File: src/rtl/issue_pkg.sv
// Shared decode types and opcode constants for the dual-issue scheduler.
package issue_pkg;

  localparam logic [6:0] OPC_LOAD   = 7'b0000011;
  localparam logic [6:0] OPC_OP     = 7'b0110011;
  localparam logic [6:0] OPC_OPIMM  = 7'b0010011;
  localparam logic [6:0] F7_MULDIV  = 7'b0000001;

  typedef enum logic [1:0] {
    FU_LSU = 2'd0,
    FU_ALU = 2'd1,
    FU_MDU = 2'd2
  } fu_t;

  typedef struct packed {
    fu_t        fu;
    logic [4:0] rs1;
    logic [4:0] rs2;
    logic       use_rs1;
    logic       use_rs2;
    logic [4:0] rd;
  } dec_t;

  // True when no used source and the destination are free in the scoreboard.
  function automatic logic regs_ready(dec_t d, logic [31:0] busy);
    return !(d.use_rs1 && busy[d.rs1]) &&
           !(d.use_rs2 && busy[d.rs2]) &&
           !busy[d.rd];
  endfunction

endpackage

File: src/rtl/issue_decode.sv
// Per-slot combinational decode: functional unit, used sources and destination.
module issue_decode
  import issue_pkg::*;
(
  input  logic [31:0] instr,
  output dec_t        dec
);

  logic unused_funct3;
  assign unused_funct3 = ^instr[14:12];

  always_comb begin
    dec = '{fu: FU_ALU, rs1: '0, rs2: '0, use_rs1: 1'b0, use_rs2: 1'b0, rd: '0};
    case (instr[6:0])
      OPC_LOAD: begin
        dec.fu      = FU_LSU;
        dec.rs1     = instr[19:15];
        dec.use_rs1 = 1'b1;
        dec.rd      = instr[11:7];
      end
      OPC_OP: begin
        dec.fu      = (instr[31:25] == F7_MULDIV) ? FU_MDU : FU_ALU;
        dec.rs1     = instr[19:15];
        dec.rs2     = instr[24:20];
        dec.use_rs1 = 1'b1;
        dec.use_rs2 = 1'b1;
        dec.rd      = instr[11:7];
      end
      OPC_OPIMM: begin
        dec.rs1     = instr[19:15];
        dec.use_rs1 = 1'b1;
        dec.rd      = instr[11:7];
      end
      default: ;
    endcase
  end

endmodule

File: src/rtl/issue_scheduler.sv
// In-order dual-issue scheduler with register scoreboard and per-FU RS credits.
// Dual issue is built only when ISSUE_DUAL_EN is defined; otherwise slot 1 is tied off.
module issue_scheduler
  import issue_pkg::*;
#(
  parameter  int unsigned RS_DEPTH = 2,
  localparam int unsigned CW       = $clog2(RS_DEPTH + 1)
) (
  input  logic        clk,
  input  logic        reset,
  input  logic [31:0] instr1,
  input  logic [31:0] instr2,
  output logic [1:0]  shift_count,
  output logic        iss0_valid,
  output logic        iss1_valid,
  output logic [31:0] iss0_instr,
  output logic [31:0] iss1_instr,
  output logic [1:0]  iss0_fu,
  output logic [1:0]  iss1_fu,
  input  logic        wb0_valid,
  input  logic        wb1_valid,
  input  logic [4:0]  wb0_rd,
  input  logic [4:0]  wb1_rd,
  input  logic [2:0]  rs_release
);

  localparam int unsigned SW = CW + 1;

  logic [31:0]         busy, busy_nxt;
  logic [2:0][CW-1:0]  credit, credit_nxt;
  logic [SW-1:0]       sum;
  logic [2:0]          ovf;
  logic [2:0]          take0, take1;
  logic                iss0, iss1;
  dec_t                d0;

  issue_decode u_dec0 (.instr(instr1), .dec(d0));

  assign iss0  = (credit[d0.fu] != '0) && regs_ready(d0, busy);
  assign take0 = iss0 ? (3'b001 << d0.fu) : '0;

`ifdef ISSUE_DUAL_EN
  dec_t d1;
  logic cred1_ok, raw1, waw1;

  issue_decode u_dec1 (.instr(instr2), .dec(d1));

  // Slot 1 sees the credit left over after slot 0 takes its entry.
  assign cred1_ok = (d1.fu == d0.fu) ? (credit[d1.fu] > CW'(1)) : (credit[d1.fu] != '0);
  assign raw1 = (d0.rd != '0) &&
                ((d1.use_rs1 && (d1.rs1 == d0.rd)) || (d1.use_rs2 && (d1.rs2 == d0.rd)));
  assign waw1 = (d0.rd != '0) && (d1.rd == d0.rd);
  assign iss1 = iss0 && cred1_ok && !raw1 && !waw1 && regs_ready(d1, busy);
  assign take1 = iss1 ? (3'b001 << d1.fu) : '0;
`else
  logic unused_instr2;
  assign unused_instr2 = ^instr2;
  assign iss1  = 1'b0;
  assign take1 = '0;
`endif

  assign shift_count = reset ? 2'd0 : {iss1, iss0 & ~iss1};

  // Clears are applied before sets so a same-cycle issue keeps the bit busy.
  always_comb begin
    busy_nxt = busy;
    if (wb0_valid) busy_nxt[wb0_rd] = 1'b0;
    if (wb1_valid) busy_nxt[wb1_rd] = 1'b0;
    if (iss0) busy_nxt[d0.rd] = 1'b1;
`ifdef ISSUE_DUAL_EN
    if (iss1) busy_nxt[d1.rd] = 1'b1;
`endif
    busy_nxt[0] = 1'b0;
  end

  always_comb begin
    credit_nxt = credit;
    ovf        = '0;
    sum        = '0;
    for (int unsigned f = 0; f < 3; f++) begin
      sum = SW'(credit[f]) + SW'(rs_release[f]) - SW'(take0[f]) - SW'(take1[f]);
      ovf[f] = (sum > SW'(RS_DEPTH));
      credit_nxt[f] = ovf[f] ? CW'(RS_DEPTH) : sum[CW-1:0];
    end
  end

  always_ff @(posedge clk) begin
    if (reset) begin
      busy       <= '0;
      credit     <= {3{CW'(RS_DEPTH)}};
      iss0_valid <= 1'b0;
      iss0_instr <= '0;
      iss0_fu    <= '0;
    end else begin
      busy       <= busy_nxt;
      credit     <= credit_nxt;
      iss0_valid <= iss0;
      iss0_instr <= iss0 ? instr1 : '0;
      iss0_fu    <= iss0 ? d0.fu : FU_LSU;
    end
  end

`ifdef ISSUE_DUAL_EN
  always_ff @(posedge clk) begin
    if (reset) begin
      iss1_valid <= 1'b0;
      iss1_instr <= '0;
      iss1_fu    <= '0;
    end else begin
      iss1_valid <= iss1;
      iss1_instr <= iss1 ? instr2 : '0;
      iss1_fu    <= iss1 ? d1.fu : FU_LSU;
    end
  end
`else
  assign iss1_valid = 1'b0;
  assign iss1_instr = '0;
  assign iss1_fu    = '0;
`endif

  a_credit_overflow: assert property (@(posedge clk) disable iff (reset) (ovf == '0));

endmodule

File: config.mk
export PLATFORM = sky130hd
export DESIGN_NAME = issue_scheduler
export DESIGN_NICKNAME = d
export VERILOG_FILES = /design/src/rtl/issue_pkg.sv /design/src/rtl/issue_decode.sv /design/src/rtl/issue_scheduler.sv
export SDC_FILE = /design/constraint.sdc
export NUM_CORES = 1
export LEC_CHECK = 0
export CAP_MARGIN = 25
export CORE_MARGIN = 4
export CORE_UTILIZATION = 47
export CTS_BUF_LIST = sky130_fd_sc_hd__clkbuf_4 sky130_fd_sc_hd__clkbuf_8 sky130_fd_sc_hd__clkbuf_16
export DETAILED_ROUTE_END_ITERATION = 10
export GPL_ROUTABILITY_DRIVEN = 0
export GPL_TIMING_DRIVEN = 0
export PLACE_DENSITY_LB_ADDON = 0.08
export SLEW_MARGIN = 5
export SYNTH_ARGS = -nofsm -noshare
export SYNTH_HDL_FRONTEND = slang
export SYNTH_SLANG_ARGS = --single-unit
File: constraint.sdc
create_clock -name clk -period 5 [get_ports clk]
set_clock_uncertainty 0.15 [all_clocks]
set_input_delay 0.75 -clock clk [delete_from_list [all_inputs] [get_ports clk]]
set_output_delay 0.75 -clock clk [all_outputs]
set_load 0.1 [all_outputs]
# == Word-level counts from Yosys, hierarchy flattened ==
# Cells that the tools add are included.
# totals
reg_bits,73
in_bits,81
wordCells,80
# classes
magnitude_cmp,12
reduce_logical,17
bitwise_logic,6
n_addsub,6
shift,1
muxes,26
n_eq_ne,4
# op_table
op,count
32-bit two-way mux,3
32-bit AND,2
32-bit NOT,2
32-bit OR,1
5-bit by 6-bit < comparator with 1-bit output (second input constant),5
1-bit binary-select mux with 5-bit select,3
1-bit demux with 5-bit select,3
5-bit by 1-bit greater-or-equal comparator with 1-bit output (second input constant),3
5-bit two-way mux,3
2-bit by 1-bit adder with 3-bit output,3
3-bit by 2-bit > comparator with 1-bit output (second input constant),3
1-bit two-way mux,9
3-bit by 1-bit subtractor with 3-bit output,3
1-bit logical AND,8
2-bit OR reduction,4
7-bit by 1-bit equality test with 1-bit output (second input constant),1
7-bit by 2-bit equality test with 1-bit output (second input constant),1
7-bit by 5-bit equality test with 1-bit output (second input constant),1
7-bit by 6-bit equality test with 1-bit output (second input constant),1
2-bit binary-select mux with 2-bit select,1
2-bit two-way mux,2
2-bit one-hot mux with 2 select lines,1
1-bit logical NOT,3
2-bit by 3-bit < comparator with 1-bit output (second input constant),1
other kinds (5),5

# == Longest topological paths before layout ==
# Gate-level depths: netlist (run 1).
# depth
word_depth,14
depth_mapped,18

# == By module ==
# A second synthesis (run 1) with hierarchy kept.
# hier_totals
cells_unflattened,476
area_unflattened_um2,4464.3
# modules_own_cells
mod,seq_area_each_um2,area_per_inst_um2,n_inst,cells_each
issue_scheduler,1441.4,4256.6,1,449
issue_decode,0.0,207.7,1,27

# == Least setup slack after synthesis (run 1) ==
# Ideal clock, no wire load.
# synth_path
kind,in2reg
start,input port instr1[3]
end,register credit[4] in the netlist's numbering
required_ns,4.786
setup_ns,0.064
arrival_ns,3.833
stages,15
setup_slack_ns,0.953
path_cell_list,or2_0 -> buf_2 -> nor3_4 -> mux2i_1 -> a211oi_1 -> or4_1 -> nand2_1 -> nor4b_1 -> ha_1 -> inv_1 -> ha_1 -> fa_1 -> xnor2_1 -> or3_1 -> nor2_1
# synth_between
elab_chain_cells,14
elab_cells_between_ends,32
cone_classes,add/sub: 1; order compare: 1; eq/ne: 3; shift: 1; mux: 15; reduce/logical: 11
# synth_lines
element,line_no,source
start: declaration,issue_scheduler.sv:11,"input logic [31:0] instr1,"
"7-bit by 5-bit equality test with 1-bit output, or another cell as far along",issue_decode.sv:14,case (instr[6:0])
3-bit OR reduction (no line),-,
5-bit two-way mux,issue_decode.sv:14,
1-bit binary-select mux with 5-bit select,issue_pkg.sv:26,return !(d.use_rs1 && busy[d.rs1]) &&
1-bit two-way mux (not written as such),issue_pkg.sv:26,
1-bit logical AND,issue_pkg.sv:26,
1-bit logical NOT,issue_pkg.sv:26,
1-bit logical AND,issue_pkg.sv:26,
1-bit logical AND,issue_pkg.sv:27,!(d.use_rs2 && busy[d.rs2]) &&
1-bit logical AND,issue_scheduler.sv:39,"assign iss0 = (credit[d0.fu] != '0) && regs_ready(d0, busy);"
3-bit two-way mux (*),issue_scheduler.sv:40,assign take0 = iss0 ? (3'b001 << d0.fu) : '0;
3-bit by 1-bit subtractor with 3-bit output (*),issue_scheduler.sv:81,sum = SW'(credit[f]) + SW'(rs_release[f]) - SW'(take0[f]) - SW'(take1[f]);
3-bit by 2-bit > comparator with 1-bit output,issue_scheduler.sv:82,ovf[f] = (sum > SW'(RS_DEPTH));
2-bit OR reduction (no line),-,
end signal: assignment,issue_scheduler.sv:90,credit <= {3{CW'(RS_DEPTH)}};
end signal: assignment,issue_scheduler.sv:96,credit <= credit_nxt;
end: declaration,issue_scheduler.sv:30,"logic [2:0][CW-1:0] credit, credit_nxt;"
# Every way passes the cells marked *; elsewhere a longest branch is shown, timed or not. The select of a mux whose other input is x is not followed.
# A chain may end at the register's enable or synchronous reset.

# == Worst setup path after layout (run 1) ==
# layout_path
start,input port instr1[21]
end,output port shift_count[0]
# layout_between
elab_chain_cells,9
# layout_lines
element,line_no,source
5-bit two-way mux,issue_decode.sv:14,
1-bit binary-select mux with 5-bit select,issue_pkg.sv:27,
1-bit two-way mux (not written as such),issue_pkg.sv:27,
1-bit logical AND,issue_pkg.sv:27,
1-bit logical NOT,issue_pkg.sv:27,
1-bit logical AND,issue_pkg.sv:26,
1-bit logical AND,issue_pkg.sv:27,
1-bit logical AND,issue_scheduler.sv:39,
1-bit two-way mux,issue_scheduler.sv:62,"assign shift_count = reset ? 2'd0 : {iss1, iss0 & ~iss1};"
end: declaration,issue_scheduler.sv:13,"output logic [1:0] shift_count,"
# Every way passes these cells. The select of a mux whose other input is x is not followed.

==> flow_metrics.py, run 1 <==
metrics = {
    "global_routing": {
        "overall_global_routing_usage_pct": 23.5,
        "final_global_route_overflow_total": 0,
        "grt_pass1_vias": 4107,
        "antenna_found_initial": 0,
        "grt_pass1_wl_mm": 21.2,
        "maximum_number_of_pins_on_one_net_before_global_route_repair": 13,
    },
    "final_layout": {
        "antenna-diode-count": 0,
        "design.final.nets": 728,
        "multi_input_area_sq_um": 2610,
        "most_frequent_standard_cell_in_the_layout_excluding_fill_and_tap_cells": "clkdlybuf4s50_1",
        "nFillCells": 854,
        "post_route_cells_drive_above_1_share_pct": 17.7,
        "most-common-layout-cells": "clkdlybuf4s50_1 (78), dfxtp_1 (72), inv_1 (51)",
        "syn2layout_area_growth_pct": 28.0,
        "regArea_sq_um": 1440,
        "postLayoutCellArea_sq_um": 5840,
        "final_cells": 772,
    },
    "critical_path": {
        "cp_data_required_time_ns": 4.10,
        "critical_path_origin": "instr1[21]",
        "path_delay_family": "buffers and inverters",
        "crit_path_end_kind": "primary output",
        "r2r_setup_slack_ns": 1.47,
        "critPathLaunchType": "primary input",
        "crit_path_max_incr_delay_ns": 0.58,
        "path_cells": "clkdlybuf4s50_1 > clkbuf_2 > mux2i_1 > a22oi_1 > o221ai_1 > o31ai_1 > o311ai_4 > nand4_4 > buf_6 > inv_1 > clkdlybuf4s15_2",
        "path_class": "primary input to primary output",
        "critical_path.n_buffers_inverters": 5,
        "critical_path_peak_fanout": 10,
        "critPathArrivalTime_ns": 3.95,
        "critPathSlowestCell": "clkdlybuf4s50_1",
        "r2r-start": "busy[19]$_SDFF_PP0_",
    },
    "pwr": {
        "power_frac_seq_pct": 33.7,
        "power.leakage_nw": 2.34,
        "worst_ir_drop_vdd_mv": 0.174,
        "pwr-share-clk_pct": 22.9,
        "power.net_switching_mw": 0.833,
        "total_power_per_unit_cell_area_nw_per_um2": 320,
        "switching_share_pct": 44.5,
        "combPwrFrac_pct": 43.4,
        "totalPowerFinal_mw": 1.87,
        "power.internal_mw": 1.04,
    },
    "synth": {
        "distinct_cell_type_count_after_synthesis": 64,
        "yosys_register_bits": 72,
        "synth-main-ff-cell": "dfxtp_1",
        "synth_warnings": 0,
        "post_synth.cell_area_avg_sq_um": 8.89,
        "synthesis.instances": 513,
        "synth_async_sr_flop_share_pct": 0,
        "syn_area_sq_um": 4560,
        "post_synth_edffs": 0,
        "synth_sequential_area_ratio_pct": 31.6,
    },
    "sta": {
        "fmax_ghz": 0.206,
        "worst_slew_margin_rel_pct": 34.4,
        "tns_ns": 0,
        "timing_hold_violations_final": 0,
        "hold_ws_ns": 0.398,
        "layout_min_cycle_time_ns": 4.85,
        "rsz0062_at_grt": "no",
        "report.final.setup_viol": 0,
        "maxSlewViolCount": 0,
        "final.period_utilization_pct": 96.9,
        "worst-slew-pin-transition_ns": 0.981,
    },
    "clock_network": {
        "root_buffer": "clkbuf_8",
        "cts_tree": "built",
        "clock_latency_ns": 0.36,
        "post-cts-setup-buffers": 0,
        "post_cts.resized_instances": 3,
        "clock-sinks": 72,
        "cts-root-to-sink-buffers": 2,
        "cts.clk_slew.worst_paths_ns": 0.08,
        "post_cts_hold_buffer_count": 0,
        "numCtsBuffers": 9,
        "clock_tree.htree_level_count": 3,
    },
    "detailed_routing": {
        "initialDrtViolationCount": 332,
        "routedWlPerCell_um": 17.3,
        "drt-pass1-iter-count": 5,
        "wl_final_mm": 13.4,
        "num_vias": 4353,
        "viasPerCell": 5.64,
        "route.detailed.drc": 0,
        "ant_nets": 0,
    },
    "floorplanning": {
        "pin_count": 153,
        "fp.coreArea_sq_um": 9330,
        "die-width_um": 107,
        "die_height_um": 107,
        "initial_utilization_pct": 48.9,
        "num_rows": 35,
        "fp.dieArea_sq_um": 11300,
    },
    "run_status": {
        "outcome": "complete, no violations",
    },
    "place": {
        "dpl-instance-area_sq_um": 5640,
        "post_placement_cell_count": 756,
        "buffer_ports.inserted": 79,
        "dp_hpwl_mm": 10.4,
    },
    "hold_path": {
        "worst_hold_startpoint": "busy[31]$_SDFF_PP0_",
        "hold_path_class": "flip-flop to flip-flop",
    },
    "run": {
        "drv.max_cap_violation_count": 0,
    },
}
-- per-stage QoR --
stage	util, %	setup WS [ns]
after CTS	62.5	0.0207
after global placement	60.5	-0.464
after floorplan	-	0.953
after global routing	62.6	0.0134
final	62.6	0.154
after detailed placement	60.5	-0.537
-- cell usage after synthesis (3+ instances only) --
master	count	area, sq um
a211oi_1	4	30.0
a21oi_1	6	30.0
a221oi_1	4	35.0
a22o_1	6	52.6
a22oi_1	29	218
and3_1	5	31.3
and3b_1	7	61.3
buf_1	9	33.8
buf_2	4	20.0
buf_4	36	270
buf_6	5	56.3
clkbuf_1	10	37.5
dfxtp_1	72	1440
fa_1	3	60.1
ha_1	6	75.1
inv_1	51	191
mux2_2	9	101
mux2i_1	11	110
mux4_2	6	135
nand2_1	17	63.8
nand2b_1	4	25.0
nand3_1	10	50.1
nand3b_1	27	203
nand4_1	5	31.3
nor2_1	33	124
nor2_2	21	131
nor2b_1	3	18.8
nor3_1	9	45.0
nor3b_1	8	60.1
o221ai_1	3	26.3
o22ai_1	4	25.0
o31ai_1	29	218
o41ai_1	5	43.8
or3_1	12	75.1
xnor2_1	3	26.3
-- sequential cells by signal, indices dropped and copies added, names as in the netlist --
name        cells
busy           31
credit          6
iss0_fu         2
iss0_instr     32
iss0_valid      1
-- path summary, 6_finish.rpt --
kind	endpoint	cells after the start
worst max-delay path	shift_count[0]	11
worst min-delay path	busy[31]$_SDFF_PP0_	2
worst max register to register	credit[2]$_SDFF_PP0_	16
worst min register to register	busy[31]$_SDFF_PP0_	2
-- layout make-up --
class,instances,share of cell area (%)
Multi-Input combinational cell,357,44.7
Tap cell,129,2.76
Buffer,66,7.69
Clock buffer,11,2.59
Timing Repair Buffer,79,13.6
Inverter,53,3.41
Sequential cell,72,24.7
Clock inverter,5,0.536
-- worst register-to-register path: stages, from the launching register on --
cell	delay (ns)
dfxtp_1	0.42
mux2i_1	0.12
a31o_2	0.24
a2111o_1	0.43
a2111oi_4	0.43
inv_2	0.09
nand4_4	0.16
buf_6	0.17
nor2_1	0.06
ha_1	0.27
inv_1	0.06
ha_1	0.13
inv_1	0.05
fa_1	0.37
xnor2_1	0.15
nand3b_1	0.11
nor2_1	0.09
-- kinds of logic after synthesis --
| group | synth area share [%] |
|---|---|
| fa+ha+maj | 2.96 |
| flops | 31.6 |
| xor+xnor | 0.576 |
| compound gates | 18.9 |
| simple gates | 24.1 |
| mux | 7.60 |
| other cells | 0.0822 |
| buf+inv | 14.2 |
-- power by group through the flow --
| stage | Combinational [mW] | Clock (mW) | Sequential [mW] |
|---|---|---|---|
| 6_report | 0.811 | 0.428 | 0.630 |
| 3_5_place_dp | 0.809 | 0 | 0.644 |
| 2_1_floorplan | 0.369 | 0 | 0.907 |
| 4_1_cts | 0.812 | 0.436 | 0.631 |
| 3_3_place_gp | 0.800 | 0 | 0.642 |
| 5_1_grt | 0.852 | 0.459 | 0.636 |
-- metal layers --
metal | global-route usage [%] | routed length [um] | vias to the layer above
met4 | 8.68 | 387 | 0
met1 | 29.9 | 5610 | 2032
met5 | 0 | 0 | -
met2 | 38.1 | 6150 | 256
li1 | - | - | 2032
met3 | 6.25 | 1250 | 33
No activity file was read; power rests on OpenSTA's default activity.
==> run 2, diff against run 1 <==
Settings changed: CORE_MARGIN 4 to 3.
==> run 2 against run 1 <==
- global-route usage hardly changed
- design area barely moved
- sequential share of layout area hardly changed
- setup slack improved by 0.054 ns
- sequential power about the same
- critical path depth shrank 1
- non-clock buffer count stayed put
==> flow_metrics.py, run 2 (same netlist as run 1, synthesis figures left out) <==
metrics = {
    "critical_path": {
        "crit_path_max_incr_delay_ns": 0.59,
        "critPathSlowestCell": "a2111oi_4",
        "rr_endpoint": "credit[4]$_SDFF_PP0_",
        "path_class": "primary input to primary output",
        "r2r-start": "busy[27]$_SDFF_PP0_",
        "critPathLaunchType": "primary input",
        "path_cells": "clkdlybuf4s50_1 > and2b_1 > nor4_2 > a221oi_1 > a2111oi_4 > nor2_2 > nand4_4 > buf_6 > inv_1 > clkdlybuf4s15_2",
        "cp_data_required_time_ns": 4.10,
        "critPathArrivalTime_ns": 3.89,
        "r2r_setup_slack_ns": 1.51,
        "critical_path_peak_fanout": 10,
        "crit_path_end_kind": "primary output",
        "r2r.worst_path.cells": 12,
        "critical_path_origin": "instr1[4]",
    },
    "sta": {
        "layout_min_cycle_time_ns": 4.79,
        "report.final.setup_viol": 0,
        "maxSlewViolCount": 0,
        "fmax_ghz": 0.209,
        "hold_ws_ns": 0.391,
        "worst-slew-pin-transition_ns": 0.978,
        "worst_slew_margin_rel_pct": 34.6,
        "rsz0062_at_grt": "no",
        "final.period_utilization_pct": 95.8,
        "timing_hold_violations_final": 0,
    },
    "clock_network": {
        "clock_tree.htree_level_count": 3,
        "clock-sinks": 72,
        "cts.clk_slew.worst_paths_ns": 0.07,
        "post_cts_hold_buffer_count": 0,
        "cts_tree": "built",
        "numCtsBuffers": 9,
        "cts-root-to-sink-buffers": 2,
        "post-cts-setup-buffers": 0,
        "clock_latency_ns": 0.35,
        "root_buffer": "clkbuf_8",
    },
    "global_routing": {
        "grt_pass1_wl_mm": 20.7,
        "final_global_route_overflow_total": 0,
        "overall_global_routing_usage_pct": 23.4,
        "antenna_found_initial": 0,
        "grt_pass1_vias": 4096,
        "maximum_number_of_pins_on_one_net_before_global_route_repair": 12,
    },
    "place": {
        "buffer_ports.inserted": 79,
        "post_placement_cell_count": 756,
        "dp_hpwl_mm": 10.2,
    },
    "pwr": {
        "switching_share_pct": 43.0,
        "power_frac_seq_pct": 33.1,
        "power.internal_mw": 1.08,
        "total_power_per_unit_cell_area_nw_per_um2": 326,
        "totalPowerFinal_mw": 1.90,
        "pwr-share-clk_pct": 24.4,
        "power.net_switching_mw": 0.819,
        "combPwrFrac_pct": 42.5,
        "worst_ir_drop_vdd_mv": 0.161,
        "power.leakage_nw": 2.34,
    },
    "floorplanning": {
        "die-width_um": 105,
        "die_height_um": 105,
        "num_rows": 35,
        "fp.coreArea_sq_um": 9330,
        "pin_count": 153,
        "fp.dieArea_sq_um": 10900,
        "initial_utilization_pct": 48.9,
    },
    "final_layout": {
        "most-common-layout-cells": "clkdlybuf4s50_1 (78), dfxtp_1 (72), inv_1 (51)",
        "largest_reg_flops": 32,
        "syn2layout_area_growth_pct": 28.1,
        "final_cells": 771,
        "design.final.nets": 728,
        "registers_with_the_most_flip_flops": "iss0_instr: 32 flops, busy: 31 flops, credit: 6 flops",
        "post_route_cells_drive_above_1_share_pct": 17.8,
        "registers.top_by_ff_count": "iss0_instr",
        "most_frequent_standard_cell_in_the_layout_excluding_fill_and_tap_cells": "clkdlybuf4s50_1",
        "antenna-diode-count": 0,
    },
    "detailed_routing": {
        "viasPerCell": 5.54,
        "initialDrtViolationCount": 321,
        "routedWlPerCell_um": 16.7,
        "ant_nets": 0,
        "num_vias": 4272,
        "drt-pass1-iter-count": 5,
        "route.detailed.drc": 0,
        "wl_final_mm": 12.8,
    },
    "hold_path": {
        "hold_path_class": "flip-flop to flip-flop",
        "worstHoldPathCells": 2,
        "worst_hold_path.endpoint": "busy[23]$_SDFF_PP0_",
        "worst_hold_startpoint": "busy[23]$_SDFF_PP0_",
    },
    "run": {
        "drv.max_cap_violation_count": 0,
    },
    "run_status": {
        "outcome": "complete, no violations",
    },
}
-- run 2: worst max path at each step --
stage / to / slack [ns]
after floorplan: credit[4]$_SDFF_PP0_ / 0.95
after global placement: shift_count[0] / -0.47
after detailed placement: shift_count[0] / -0.49
after CTS: shift_count[0] / 0.08
after global routing: shift_count[0] / 0.04
final: shift_count[0] / 0.21
-- run 2: area by class of cell --
type / count / area (sq um)
clock inverters: 3 / 42.5
clock buffers: 12 / 153
flip-flops and latches: 72 / 1440
repair buffers: 79 / 792
plain buffers: 66 / 450
fillers: 822 / 3480
well taps: 129 / 161
multi-input cells: 357 / 2600
inverters: 53 / 199
-- run 2: power groups by stage --
stage | registers, mW | logic [mW] | clock network (mW)
detailed placement | 0.644 | 0.810 | 0
finish | 0.630 | 0.809 | 0.464
CTS | 0.630 | 0.811 | 0.472
global placement | 0.642 | 0.800 | 0
global route | 0.635 | 0.854 | 0.498
floorplan | 0.907 | 0.369 | 0
-- run 2: layer usage --
metal / part of all wire (%) / vias to the layer above / GRT usage [%] / wire length [um]
met5: 0 / - / 0 / 0
met4: 2.5 / 0 / 9.21 / 320
met3: 9.5 / 28 / 5.90 / 1220
met2: 46 / 241 / 37.5 / 5880
met1: 42 / 1964 / 30.3 / 5420
li1: - / 2039 / - / -
-- run 2: through the flow --
stage          TNS [ns]  setup slack, ns  area (sq um)  utilization [%]
6_report              0            0.208          5840             62.6
5_1_grt               0           0.0389          5840             62.6
4_1_cts               0           0.0772          5840             62.6
3_5_place_dp     -0.494           -0.494          5640             60.5
3_3_place_gp     -0.470           -0.470          5640             60.5
2_1_floorplan         0            0.953          4690                -
-- run 2: repair_timing --
action / in CTS / in global routing
endpoints found under the hold margin: 0 / 0
setup endpoints to repair: 1 / 1
resized for setup: 3 / 2
-- run 2: worst max-delay path, delay by kind of cell --
| kind | cells | cell delay [ns] |
|---|---|---|
| AO/OA/AOI/OAI | 2 | 0.83 |
| AND/OR/NAND/NOR | 4 | 1.08 |
| buffers and inverters | 4 | 1.22 |
==> run 3, diff against run 2 <==
Settings changed: MAX_ROUTING_LAYER set to met4.
==> run 3 against run 2 <==
- count of clock-buffer cells in the layout stayed put
- setup slack better by 0.0088 ns
- sequential power hardly changed
- die area stayed put
==> flow_metrics.py, run 3 (same netlist as run 1, synthesis figures left out) <==
metrics = {
    "run_status": {
        "outcome": "complete, no violations",
    },
    "final_layout": {
        "largest_reg_flops": 32,
        "antenna-diode-count": 0,
        "postLayoutCellArea_sq_um": 5840,
        "most_frequent_standard_cell_in_the_layout_excluding_fill_and_tap_cells": "clkdlybuf4s50_1",
        "registers_with_the_most_flip_flops": "iss0_instr: 32 flops, busy: 31 flops, credit: 6 flops",
        "post_route_cells_drive_above_1_share_pct": 17.8,
        "registers.top_by_ff_count": "iss0_instr",
        "most-common-layout-cells": "clkdlybuf4s50_1 (78), dfxtp_1 (72), inv_1 (51)",
        "syn2layout_area_growth_pct": 28.1,
        "nFillCells": 822,
        "design.final.nets": 728,
    },
    "sta": {
        "layout_setup_ws_ns": 0.217,
        "worst_slew_margin_rel_pct": 34.6,
        "maxSlewViolCount": 0,
        "layout_min_cycle_time_ns": 4.78,
        "report.final.setup_viol": 0,
        "worst-slew-pin-transition_ns": 0.978,
        "rsz0062_at_grt": "no",
        "fmax_ghz": 0.209,
        "timing_hold_violations_final": 0,
        "final.period_utilization_pct": 95.7,
    },
    "floorplanning": {
        "fp.coreArea_sq_um": 9330,
        "die-width_um": 105,
        "pin_count": 153,
        "die_height_um": 105,
        "num_rows": 35,
        "initial_utilization_pct": 48.9,
        "fp.dieArea_sq_um": 10900,
    },
    "critical_path": {
        "path_cells": "clkdlybuf4s50_1 > and2b_1 > nor4_2 > a221oi_1 > a2111oi_4 > nor2_2 > nand4_4 > buf_6 > inv_1 > clkdlybuf4s15_2",
        "critPathSlowestCell": "a2111oi_4",
        "critPathArrivalTime_ns": 3.88,
        "critPathLaunchType": "primary input",
        "critical_path_peak_fanout": 10,
        "crit_path_max_incr_delay_ns": 0.59,
        "path_class": "primary input to primary output",
        "crit_path_end_kind": "primary output",
        "r2r_setup_slack_ns": 1.51,
        "cp_data_required_time_ns": 4.10,
    },
    "pwr": {
        "worst_ir_drop_vdd_mv": 0.161,
        "total_power_per_unit_cell_area_nw_per_um2": 326,
        "power.leakage_nw": 2.34,
    },
    "global_routing": {
        "grt_pass1_wl_mm": 20.7,
        "overall_global_routing_usage_pct": 24.1,
        "final_global_route_overflow_total": 0,
        "antenna_found_initial": 0,
        "grt_pass1_vias": 4098,
        "maximum_number_of_pins_on_one_net_before_global_route_repair": 12,
    },
    "clock_network": {
        "post_cts_hold_buffer_count": 0,
        "clock-sinks": 72,
        "root_buffer": "clkbuf_8",
        "post-cts-setup-buffers": 0,
        "cts.clk_slew.worst_paths_ns": 0.08,
        "cts_tree": "built",
        "clock_tree.htree_level_count": 3,
        "clock_latency_ns": 0.35,
        "numCtsBuffers": 9,
        "post_cts.resized_instances": 3,
        "cts-root-to-sink-buffers": 2,
    },
    "detailed_routing": {
        "route.detailed.drc": 0,
        "drt-pass1-iter-count": 5,
        "initialDrtViolationCount": 302,
        "ant_nets": 0,
        "wl_final_mm": 12.8,
        "viasPerCell": 5.52,
        "routedWlPerCell_um": 16.6,
        "num_vias": 4256,
    },
    "run": {
        "drv.max_cap_violation_count": 0,
    },
    "place": {
        "buffer_ports.inserted": 79,
        "dpl-instance-area_sq_um": 5640,
        "placement.setup.worst_slack_ns": -0.494,
        "dp_hpwl_mm": 10.2,
    },
    "hold_path": {
        "hold_path_class": "flip-flop to flip-flop",
    },
}
run 3: cell counts in the layout (fill, tap and decap cells not counted):
No cell type changed its count.
run 3: per-stage QoR:
stage          hold WS [ns]  power (mW)  util [%]  instances  setup TNS (ns)
2_1_floorplan         0.329        1.28         -        548               0
5_1_grt               0.410        1.99      62.6        771               0
3_3_place_gp          0.371        1.44      60.5        756          -0.470
4_1_cts               0.394        1.91      62.6        771               0
3_5_place_dp          0.383        1.45      60.5        756          -0.494
6_report              0.396        1.90      62.6        771               0
run 3: per-layer routing:
layer  part of all wire (%)  vias up  global-route usage (%)
li1                       -     2039                       -
met1                     43     1962                    30.2
met2                     46      227                    37.7
met3                    8.4       28                    5.83
met4                    2.3        0                    9.21
met5                      0        -                       -
run 3: worst max-delay path: cells and delay by family:
family,cells,cell delay (ns)
buffers and inverters,4,1.22
AND/OR/NAND/NOR,4,1.08
AO/OA/AOI/OAI,2,0.82
run 3: where the power goes:
group          switching [mW]  internal (mW)  total, mW
Combinational           0.594          0.215      0.809
Clock                   0.213          0.252      0.464
Sequential             0.0134          0.617      0.630
Total                   0.820           1.08       1.90
run 3: cell type report:
| class | instances | area, sq um | share of cell area [%] |
|---|---|---|---|
| clock buffer | 12 | 153 | 2.61 |
| buffer | 66 | 450 | 7.71 |
| sequential | 72 | 1440 | 24.7 |
| clock inverter | 3 | 42.5 | 0.728 |
| inverter | 53 | 199 | 3.40 |
| timing repair buffer | 79 | 792 | 13.6 |
| tap | 129 | 161 | 2.76 |
| multi-input combinational | 357 | 2600 | 44.6 |
run 3: path summary, 6_finish.rpt:
check / start / end / cells after the start
setup / recovery: instr1[4] / shift_count[0] / 10
hold / removal: busy[1]$_SDFF_PP0_ / busy[1]$_SDFF_PP0_ / 2
setup reg to reg: busy[27]$_SDFF_PP0_ / credit[4]$_SDFF_PP0_ / 12
hold reg to reg: busy[1]$_SDFF_PP0_ / busy[1]$_SDFF_PP0_ / 2
